[src/rtl/count_seg_driver.sv]
// count_seg_driver
//   Display stage for a mod-11 (0..10) event counter. Registers the incoming
//   count, splits it into tens/ones digits, time-multiplexes both digits onto
//   a 2-digit common-anode 7-segment display, counts MAX_COUNT->0 wraps and
//   raises a sticky error flag on out-of-range input.
//
//   Optional feature macro: LEADING_ZERO_BLANK_EN
//     defined   : a zero tens digit is blanked (anode still driven)
//     undefined : a zero tens digit is shown as '0'
//
//   Pipeline:
//     count_in -> r_cnt_p1 (input register, wrap/err detection)
//              -> r_seg_p2 / r_an_p2 (display output register)
module count_seg_driver #(
  parameter int REFRESH_DIV = 50000,
  parameter int MAX_COUNT   = 10,
  parameter int WRAP_W      = 8
) (
  input  logic              clk,
  input  logic              rst,
  input  logic [3:0]        count_in,
  output logic [6:0]        seg,
  output logic [1:0]        an,
  output logic              wrap_pulse,
  output logic [WRAP_W-1:0] wrap_cnt,
  output logic              err
);

  localparam int              DIV_W    = (REFRESH_DIV > 1) ? $clog2(REFRESH_DIV) : 1;
  localparam logic [DIV_W-1:0] DIV_LAST = DIV_W'(REFRESH_DIV - 1);
  localparam logic [3:0]      MAX_Q    = 4'(MAX_COUNT);

  localparam logic [6:0] SEG_BLANK = 7'b1111111;
  localparam logic [6:0] SEG_ERR   = 7'b0000110;
  localparam logic [1:0] AN_OFF    = 2'b11;
  localparam logic [1:0] AN_ONES   = 2'b10;
  localparam logic [1:0] AN_TENS   = 2'b01;

  typedef enum logic {
    ONES = 1'b0,
    TENS = 1'b1
  } digit_t;

  // Active-low segment pattern {g,f,e,d,c,b,a} for a decimal digit.
  function automatic logic [6:0] font(input logic [3:0] d);
    logic [6:0] s;
    case (d)
      4'd0:    s = 7'b1000000;
      4'd1:    s = 7'b1111001;
      4'd2:    s = 7'b0100100;
      4'd3:    s = 7'b0110000;
      4'd4:    s = 7'b0011001;
      4'd5:    s = 7'b0010010;
      4'd6:    s = 7'b0000010;
      4'd7:    s = 7'b1111000;
      4'd8:    s = 7'b0000000;
      4'd9:    s = 7'b0010000;
      default: s = SEG_BLANK;
    endcase
    return s;
  endfunction

  // Stage p1 state
  logic [3:0]        r_cnt_p1;
  logic              r_wrap_pulse_p1;
  logic [WRAP_W-1:0] r_wrap_cnt_p1;
  logic              r_err_p1;

  // Refresh FSM state
  digit_t            r_digit;
  digit_t            w_digit_nxt;
  logic [DIV_W-1:0]  r_div;
  logic [DIV_W-1:0]  w_div_nxt;

  // Stage p2 state
  logic [6:0]        r_seg_p2;
  logic [1:0]        r_an_p2;

  // Combinational helpers
  logic              w_wrap_p0;
  logic              w_illegal_in_p0;
  logic              w_tens_p1;
  logic [3:0]        w_ones_p1;
  logic              w_illegal_p1;
  logic [6:0]        w_seg_nxt;
  logic [1:0]        w_an_nxt;

  // ---- stage p0 -> p1: input register, wrap and range detection ----
  // A wrap is only the legal top value followed by zero; an illegal value
  // can never be MAX_COUNT nor zero, so it never produces a pulse.
  assign w_wrap_p0       = (r_cnt_p1 == MAX_Q) && (count_in == 4'd0);
  assign w_illegal_in_p0 = (count_in > MAX_Q);

  // Capture the count every cycle and update wrap/error bookkeeping.
  always_ff @(posedge clk) begin
    if (!rst) begin
      r_cnt_p1        <= 4'd0;
      r_wrap_pulse_p1 <= 1'b0;
      r_wrap_cnt_p1   <= '0;
      r_err_p1        <= 1'b0;
    end else begin
      r_cnt_p1        <= count_in;
      r_wrap_pulse_p1 <= w_wrap_p0;
      if (w_wrap_p0) begin
        r_wrap_cnt_p1 <= r_wrap_cnt_p1 + 1'b1;
      end
      if (w_illegal_in_p0) begin
        r_err_p1 <= 1'b1;
      end
    end
  end

  // ---- refresh FSM: digit slot sequencing ----
  // Advance the slot divider and toggle the active digit at its terminal count.
  always_comb begin
    w_digit_nxt = r_digit;
    w_div_nxt   = r_div + 1'b1;
    if (r_div == DIV_LAST) begin
      w_div_nxt   = '0;
      w_digit_nxt = (r_digit == ONES) ? TENS : ONES;
    end
  end

  // Hold the active digit and slot divider.
  always_ff @(posedge clk) begin
    if (!rst) begin
      r_digit <= ONES;
      r_div   <= '0;
    end else begin
      r_digit <= w_digit_nxt;
      r_div   <= w_div_nxt;
    end
  end

  // ---- stage p1 -> p2: digit split and segment encoding ----
  // The segment pattern is chosen for the digit that will be active after
  // this edge so seg and an always switch together.
  assign w_tens_p1    = (r_cnt_p1 >= 4'd10);
  assign w_ones_p1    = r_cnt_p1 - (w_tens_p1 ? 4'd10 : 4'd0);
  assign w_illegal_p1 = (r_cnt_p1 > MAX_Q);

  // Select anode and segment pattern for the upcoming digit slot.
  always_comb begin
    w_seg_nxt = SEG_BLANK;
    w_an_nxt  = AN_ONES;
    if (w_digit_nxt == ONES) begin
      w_an_nxt  = AN_ONES;
      w_seg_nxt = w_illegal_p1 ? SEG_ERR : font(w_ones_p1);
    end else begin
      w_an_nxt = AN_TENS;
      if (w_illegal_p1) begin
        w_seg_nxt = SEG_ERR;
      end else begin
`ifdef LEADING_ZERO_BLANK_EN
        w_seg_nxt = w_tens_p1 ? font(4'd1) : SEG_BLANK;
`else
        w_seg_nxt = font({3'b000, w_tens_p1});
`endif
      end
    end
  end

  // Register the display drive; reset blanks the display.
  always_ff @(posedge clk) begin
    if (!rst) begin
      r_seg_p2 <= SEG_BLANK;
      r_an_p2  <= AN_OFF;
    end else begin
      r_seg_p2 <= w_seg_nxt;
      r_an_p2  <= w_an_nxt;
    end
  end

  assign seg        = r_seg_p2;
  assign an         = r_an_p2;
  assign wrap_pulse = r_wrap_pulse_p1;
  assign wrap_cnt   = r_wrap_cnt_p1;
  assign err        = r_err_p1;

endmodule
[config.mk]
export PLATFORM = sky130hd
export DESIGN_NAME = count_seg_driver
export DESIGN_NICKNAME = d
export VERILOG_FILES = /design/src/rtl/count_seg_driver.sv
export SDC_FILE = /design/constraint.sdc
export NUM_CORES = 1
export LEC_CHECK = 0
export CORE_UTILIZATION = 33
export CTS_CLUSTER_SIZE = 25
export DETAILED_ROUTE_END_ITERATION = 12
export PLACE_DENSITY = 0.53
export REMOVE_ABC_BUFFERS = 1
export SLEW_MARGIN = 20
export SYNTH_ARGS = -nofsm -noshare
export SYNTH_HDL_FRONTEND = slang
export SYNTH_SLANG_ARGS = --single-unit
export TNS_END_PERCENT = 100
[constraint.sdc]
create_clock -name clk -period 4.95 [get_ports clk]
set_clock_uncertainty 0.2 [all_clocks]
set_input_delay 0.7425 -clock clk [delete_from_list [all_inputs] [get_ports clk]]
set_output_delay 0.7425 -clock clk [all_outputs]
set_load 0.05 [all_outputs]
==> run summary, run 1 <==
### Detailed routing
* first-pass iteration count of the detailed router: 4
* Post-route DRC: 0
* routed vias: 1519
* detail-routed net length per standard cell: 11.9 um
* initial detailed-routing violation count: 108
* count of nets left with antenna violations after detail routing: 0
* per-cell via count in the routed design: 4.85
* detailed-route wire length: 3.73 mm

### Critical path
* worst path buffer plus inverter count: 1
* delay of the slowest critical-path stage: 0.64 ns
* data required time of the critical path: 4.97 ns
* worst setup path category: in2reg
* sequence of cells on the critical path: clkdlybuf4s50_1, or4_1, nor3_1, and3_1, mux2i_1
* delay-heaviest family, CP: simple AND/OR/NAND/NOR gates
* crit path max-delay cell type: sky130_fd_sc_hd__or4_1
* worst endpoint data arrival time: 2.59 ns
* nature of the critical path endpoint: register
* maximum fanout encountered on the critical timing path: 6
* type of element launching the critical path: primary input

### Place
* Setup WS pre-CTS: 2.07 ns
* number of buffers inserted by port buffering: 24
* Placed Cells incl. Taps: 305
* routability congestion estimate from global placement: 0.789
* HPWL after detailed placement: 2.66 mm

### Logic synthesis
* share of synthesized registers carrying an async set or reset: 0%
* YS warnings: 0
* post-synthesis cell count: 216
* Primary FF master, synth: sky130_fd_sc_hd__dfxtp_1
* unique cell type count in the Yosys netlist: 42
* Syn Area/Cell: 9.11 um2
* part of the Yosys area used for sequential elements: 40.7%
* Synth Cell Area: 1970 um2
* flop and latch count out of synthesis: 40
* Post-synth EDFFs: 0

### GRT
* initial antenna violation count: 0
* largest net degree at the start of global routing: 29
* number of global-route vias before repair: 1471
* global-route wire length before repair: 6.73 mm
* overflow left after global routing: 0
* total routing usage reported by global routing: 13.9%

### Die
* die area: 6280 um2
* die boundary width: 79.2 um
* Core Footprint: 5640 um2
* number of top-level pins: 25
* site row count: 27
* height of the chip: 79.2 um
* initial standard-cell utilization of the core: 34.9%

### Timing
* total count of max-transition violations in the final report: 0
* final setup TNS: 0 ns
* Final Cycle Share: 51.8%
* worst-margin pin slew: 0.839 ns
* RSZ-0062 raised after global routing: false
* worst setup margin: 2.38 ns
* final-report hold violation count: 0
* maximum operating frequency: 390 MHz
* worst slew margin relative to its limit: 43.9%
* post-layout minimum cycle time: 2.57 ns
* final setup violation count: 0

### Clock network
* number of buffers inserted for hold repair after clock tree synthesis: 0
* CTS H-Tree Depth: 2
* number of buffers created by CTS: 5
* Setup Buffers After CTS: 0
* Clock transition at path regs: 0.07 ns
* insertion delay of the later-clocked pin in the worst-skew pair: 0.29 ns
* Max Root-Sink Buffers: 2
* TritonCTS Sinks: 40
* number of cells upsized or downsized after cts: 0
* CTS tree: done
* clock root buffer: sky130_fd_sc_hd__clkbuf_8

### Power
* VDD IR max: 0.000111 V
* total power after layout: 0.724 mW
* total leakage power: 0.939 nW
* Pwr per Cell Area: 302 nW/um2

### Final layout
* fraction of final layout cells with drive strength greater than 1: 6.22%
* final layout net count: 256
* fillcell total: 578
* n_diodes: 0
* area growth from synthesis to layout: 21.8%
* non-filler cells, final: 313

### Flow run
* Max Cap Violations: 0

### Worst hold path
* Worst Hold Class: reg2reg

### Run status
* status: completed

[Yosys cell counts (all sizes together), types with 3 or more instances]
cell    instances  area share [%]
inv            10             1.9
a21boi          3             1.1
or4             4             1.7
clkbuf          6             1.1
xnor2          10             4.4
nand3          11             2.8
a21oi           8             2.0
o21ai           6             1.5
ha             10             6.4
nor2           15             2.9
nand2b          3            0.95
and2           13             4.1
nor4            5             2.4
and3            6             2.0
nand2          13             2.5
a21o            3             1.1
nor3            5             1.3
o311ai          4             1.8
nand4           4             1.3
mux2i           5             2.5
xor2           12             5.3
dfxtp          40              41
[registers in the layout, indices dropped and copies added (netlist names)]
signal and count:
r_div 16, wrap_cnt 8, seg 7, r_cnt_p1 4, an 2, err 1, r_digit 1, wrap_pulse 1
[layout make-up]
type                            count  area [um2]  area share, %
Clock buffer                        7        96.3           4.02
Clock inverter                      1        30.0           1.25
Inverter                           10        37.5           1.57
Multi-Input combinational cell    159        1100           46.0
Sequential cell                    40         801           33.4
Tap cell                           72        90.1           3.76
Timing Repair Buffer               24         240           10.0
[per-layer routing]
layer  routed length (um)  part of all wire (%)  up-vias  track usage, %
met1                 1950                    52      676            18.0
met2                 1480                    40       37            20.5
li1                     -                     -      801               -
met5                    0                     0        -               0
met4                   70                   1.9        0            6.55
met3                  233                   6.3        5            4.60
[cell families (layout without fill, tap and decap cells)]
kind of cell,count (synthesis),count (layout),share of synthesized area [%]
buffers and inverters,17,42,3.31
DFF,40,40,40.7
and+or+nand+nor,93,93,27.7
adders and majority gates,10,10,6.36
muxes,5,5,2.54
AOI/OAI and AO/OA,29,29,9.60
xor gates and xnor gates,22,22,9.79
[stage by stage]
stage,cell area [um2],hold slack [ns],utilization (%)
finish,2400,0.259,42.5
global route,2400,0.293,42.5
CTS,2400,0.266,42.5
detailed placement,2270,0.249,40.3
global placement,2270,0.241,40.3
floorplan,1940,0.226,-
[placed cells by master, fill, tap and decap left out, types with 2 or more instances in the layout]
cell,Yosys,routed
sky130_fd_sc_hd__and3_1,5,5
sky130_fd_sc_hd__nand4_1,4,4
sky130_fd_sc_hd__and3b_1,2,2
sky130_fd_sc_hd__nor2_1,15,15
sky130_fd_sc_hd__a21oi_1,8,8
sky130_fd_sc_hd__ha_1,10,10
sky130_fd_sc_hd__xor2_1,12,12
sky130_fd_sc_hd__nor2b_1,2,2
sky130_fd_sc_hd__dfxtp_1,40,40
sky130_fd_sc_hd__a21boi_0,3,3
sky130_fd_sc_hd__or2_2,2,2
sky130_fd_sc_hd__or3_1,2,2
sky130_fd_sc_hd__and2_1,13,13
sky130_fd_sc_hd__nand2_1,13,13
sky130_fd_sc_hd__xnor2_1,10,10
sky130_fd_sc_hd__a21o_1,3,3
sky130_fd_sc_hd__mux2i_1,5,5
sky130_fd_sc_hd__o21ai_0,5,5
sky130_fd_sc_hd__or4_1,3,3
sky130_fd_sc_hd__nand3_1,11,11
sky130_fd_sc_hd__nor3_1,5,5
sky130_fd_sc_hd__o311ai_1,3,3
sky130_fd_sc_hd__inv_1,10,10
sky130_fd_sc_hd__clkbuf_8,0,7
sky130_fd_sc_hd__nand2b_1,3,3
sky130_fd_sc_hd__nor4_1,4,4
sky130_fd_sc_hd__o211ai_1,2,2
sky130_fd_sc_hd__clkdlybuf4s50_1,0,24
[final timing paths]
check	slack (ns)	from	depth (start not counted)	endpoint
max	2.38	count_in[1]	5	wrap_cnt[4]
min	0.26	r_div[0]	1	r_div[0]
max reg2reg	2.50	r_cnt_p1[2]	7	seg[4]
min reg2reg	0.26	r_div[0]	1	r_div[0]
[power by group]
group	total [mW]	switching [mW]	leakage [nW]	internal (mW)
Sequential	0.340	0.00658	0.327	0.333
Clock	0.287	0.109	0.0645	0.178
Combinational	0.0974	0.0596	0.547	0.0378
Total	0.724	0.175	0.939	0.549
Note: power is estimated with default switching activity, not from simulation.
==> run 2, diff against run 1 <==
==> constraint.sdc (replaced) <==
create_clock -name clk -period 2.4 [get_ports clk]
set_clock_uncertainty 0.2 [all_clocks]
set_input_delay 0.36 -clock clk [delete_from_list [all_inputs] [get_ports clk]]
set_output_delay 0.36 -clock clk [all_outputs]
set_load 0.05 [all_outputs]
==> run 2 against run 1 <==
Die area is the same. Worst hold slack better by 0.0049 ns. Global-route usage hardly changed. Total power is 90% higher. Critical endpoint is now seg[6]. Non-clock buffer count is 10 higher. Register-to-register slack got worse by 2.3 ns. Wire length rose by 2.2%. Via count is 1.3% higher.
==> run summary, run 2 (synthesis results as in run 1) <==
### Critical path
* worst endpoint data arrival time: 2.17 ns, was 2.59 ns
* nature of the critical path endpoint: register, unchanged
* maximum fanout encountered on the critical timing path: 6, unchanged
* worst setup path category: reg2reg, was in2reg
* depth of the worst register-to-register path: 7, unchanged
* type of element launching the critical path: register, was primary input
* Register-to-Register Setup Slack: 0.20 ns, was 2.50 ns
* capturing point of the worst reg2reg path: seg[6], was seg[4]
* launching point of the worst reg2reg path: r_cnt_p1[2], unchanged
* data required time of the critical path: 2.37 ns, was 4.97 ns

### Final layout
* flip-flop count of the largest register, all copies and words added: 16, unchanged
* n_diodes: 0, unchanged
* register with the most flip-flops: r_div, unchanged
* final layout net count: 266, was 256
* cell area after layout: 2440 um2, was 2400 um2
* commonest non-fill, non-tap cell in the layout: sky130_fd_sc_hd__dfxtp_1, unchanged
* fraction of final layout cells with drive strength greater than 1: 9.56%, was 6.22%
* storage element area: 801 um2, unchanged
* area of combinational cells with multiple inputs: 1100 um2, unchanged
* fillcell total: 575, was 578
* top library cells by usage in the layout, fill and taps aside: sky130_fd_sc_hd__dfxtp_1 (40), sky130_fd_sc_hd__clkdlybuf4s50_1 (24), sky130_fd_sc_hd__nor2_1 (15), unchanged
* area growth from synthesis to layout: 24.0%, was 21.8%

### Run status
* status: completed, unchanged

### Detailed routing
* Met1 Wirelength: 2.06 mm, was 1.95 mm
* detail-routed net length per standard cell: 11.8 um, was 11.9 um
* count of nets left with antenna violations after detail routing: 0, unchanged
* Post-route DRC: 0, unchanged
* routed vias: 1539, was 1519
* detailed-route wire length: 3.81 mm, was 3.73 mm
* first-pass iteration count of the detailed router: 4, unchanged
* initial detailed-routing violation count: 55, was 108
* routed wire length on met3: 179 um, was 233 um
* Top Metal Used: met4, unchanged
* metal2 WL: 1.50 mm, was 1.48 mm
* per-cell via count in the routed design: 4.76, was 4.85

### Die
* die boundary width: 79.2 um, unchanged
* number of top-level pins: 25, unchanged
* site row count: 27, unchanged
* height of the chip: 79.2 um, unchanged
* initial standard-cell utilization of the core: 34.9%, unchanged
* Core Footprint: 5640 um2, unchanged
* die area: 6280 um2, unchanged

### GRT
* global-route wire length before repair: 6.75 mm, was 6.73 mm
* total routing usage reported by global routing: 13.9%, about the same
* initial antenna violation count: 0, unchanged
* largest net degree at the start of global routing: 23, was 29
* number of global-route vias before repair: 1450, was 1471
* overflow left after global routing: 0, unchanged

### Worst hold path
* count of cells along the worst hold path: 1, unchanged
* hold endpoint: r_div[0], unchanged
* launch point of the worst hold path: r_div[0], unchanged
* Worst Hold Class: reg2reg, unchanged

### Timing
* total count of max-transition violations in the final report: 0, unchanged
* worst setup margin: 0.195 ns, was 2.38 ns
* final setup violation count: 0, unchanged
* final-report hold violation count: 0, unchanged
* maximum operating frequency: 454 MHz
* Final Cycle Share: 91.9%
* RSZ-0062 raised after global routing: false, unchanged
* worst-margin pin slew: 0.525 ns, was 0.839 ns
* final setup TNS: 0 ns, unchanged
* worst hold slack: 0.264 ns, was 0.259 ns
* post-layout minimum cycle time: 2.20 ns
* worst slew margin relative to its limit: 64.9%, was 43.9%

### Place
* Setup WS pre-CTS: 0.0292 ns, was 2.07 ns
* instance area at placement: 2350 um2, was 2270 um2
* number of buffers inserted by port buffering: 24, unchanged
* routability congestion estimate from global placement: 0.777, was 0.789
* HPWL after detailed placement: 2.79 mm, was 2.66 mm

### Flow run
* Max Cap Violations: 0, unchanged

### Power
* Pwr per Cell Area: 564 nW/um2, was 302 nW/um2
* total leakage power: 0.968 nW, was 0.939 nW
* VDD IR max: 0.000252 V, was 0.000111 V

### Clock network
* TritonCTS Sinks: 40, unchanged
* insertion delay of the later-clocked pin in the worst-skew pair: 0.30 ns, was 0.29 ns
* number of buffers inserted for hold repair after clock tree synthesis: 0, unchanged
* clock root buffer: sky130_fd_sc_hd__clkbuf_8, unchanged
* CTS tree: done, unchanged
* number of cells upsized or downsized after cts: 0, unchanged
* Max Root-Sink Buffers: 2, unchanged
* Setup Buffers After CTS: 0, unchanged
* CTS H-Tree Depth: 2, unchanged
* Clock transition at path regs: 0.08 ns, was 0.07 ns
* number of buffers created by CTS: 5, unchanged

[run 2: changes by cell type in the layout (fill, tap and decap cells not counted)]
cell | before | now
sky130_fd_sc_hd__buf_4 | 0 | 10
sky130_fd_sc_hd__bufinv_16 | 1 | 0
sky130_fd_sc_hd__clkbuf_1 | 0 | 1
sky130_fd_sc_hd__clkbuf_8 | 7 | 6
sky130_fd_sc_hd__clkinvlp_4 | 0 | 1
[run 2: report_power, final]
group / switching, mW / internal [mW] / leakage, nW
registers: 0.0135 / 0.687 / 0.327
logic: 0.123 / 0.0848 / 0.596
clock network: 0.234 / 0.234 / 0.0445
[run 2: worst max-delay path by stage]
stage / startpoint / end / slack (ns)
floorplan: r_cnt_p1[2] / seg[4] / 0.20
global placement: count_in[1] / wrap_cnt[4] / 0.05
detailed placement: count_in[1] / wrap_cnt[4] / 0.03
CTS: r_cnt_p1[2] / seg[6] / 0.17
global route: r_cnt_p1[2] / seg[6] / 0.08
finish: r_cnt_p1[2] / seg[6] / 0.20
[run 2: per-layer routing]
layer	vias to the layer above	track usage, %
met5	-	0
li1	823	-
met3	7	3.79
met4	0	7.09
met1	671	19.2
met2	38	19.4
[run 2: final cells by class]
| class | instances | area share, % |
|---|---|---|
| Multi-Input combinational cell | 159 | 45.2 |
| Sequential cell | 40 | 32.8 |
| Timing Repair Buffer | 34 | 12.9 |
| Tap cell | 72 | 3.69 |
| Clock buffer | 7 | 3.54 |
| Inverter | 10 | 1.54 |
| Clock inverter | 1 | 0.308 |
[run 2: critical path: stages, from the launching register on]
cell and delay (ns):
sky130_fd_sc_hd__dfxtp_1 0.35, sky130_fd_sc_hd__o21a_1 0.20, sky130_fd_sc_hd__ha_1 0.39, sky130_fd_sc_hd__inv_1 0.13, sky130_fd_sc_hd__ha_1 0.19, sky130_fd_sc_hd__or2_2 0.31
sky130_fd_sc_hd__o221ai_1 0.19, sky130_fd_sc_hd__o211ai_1 0.11
[run 2: through the flow]
stage	std cells	power [mW]	util, %
floorplan	209	0.852	-
global placement	315	0.925	41.6
detailed placement	315	0.927	41.6
CTS	323	1.40	43.2
global route	323	1.44	43.2
finish	323	1.38	43.2
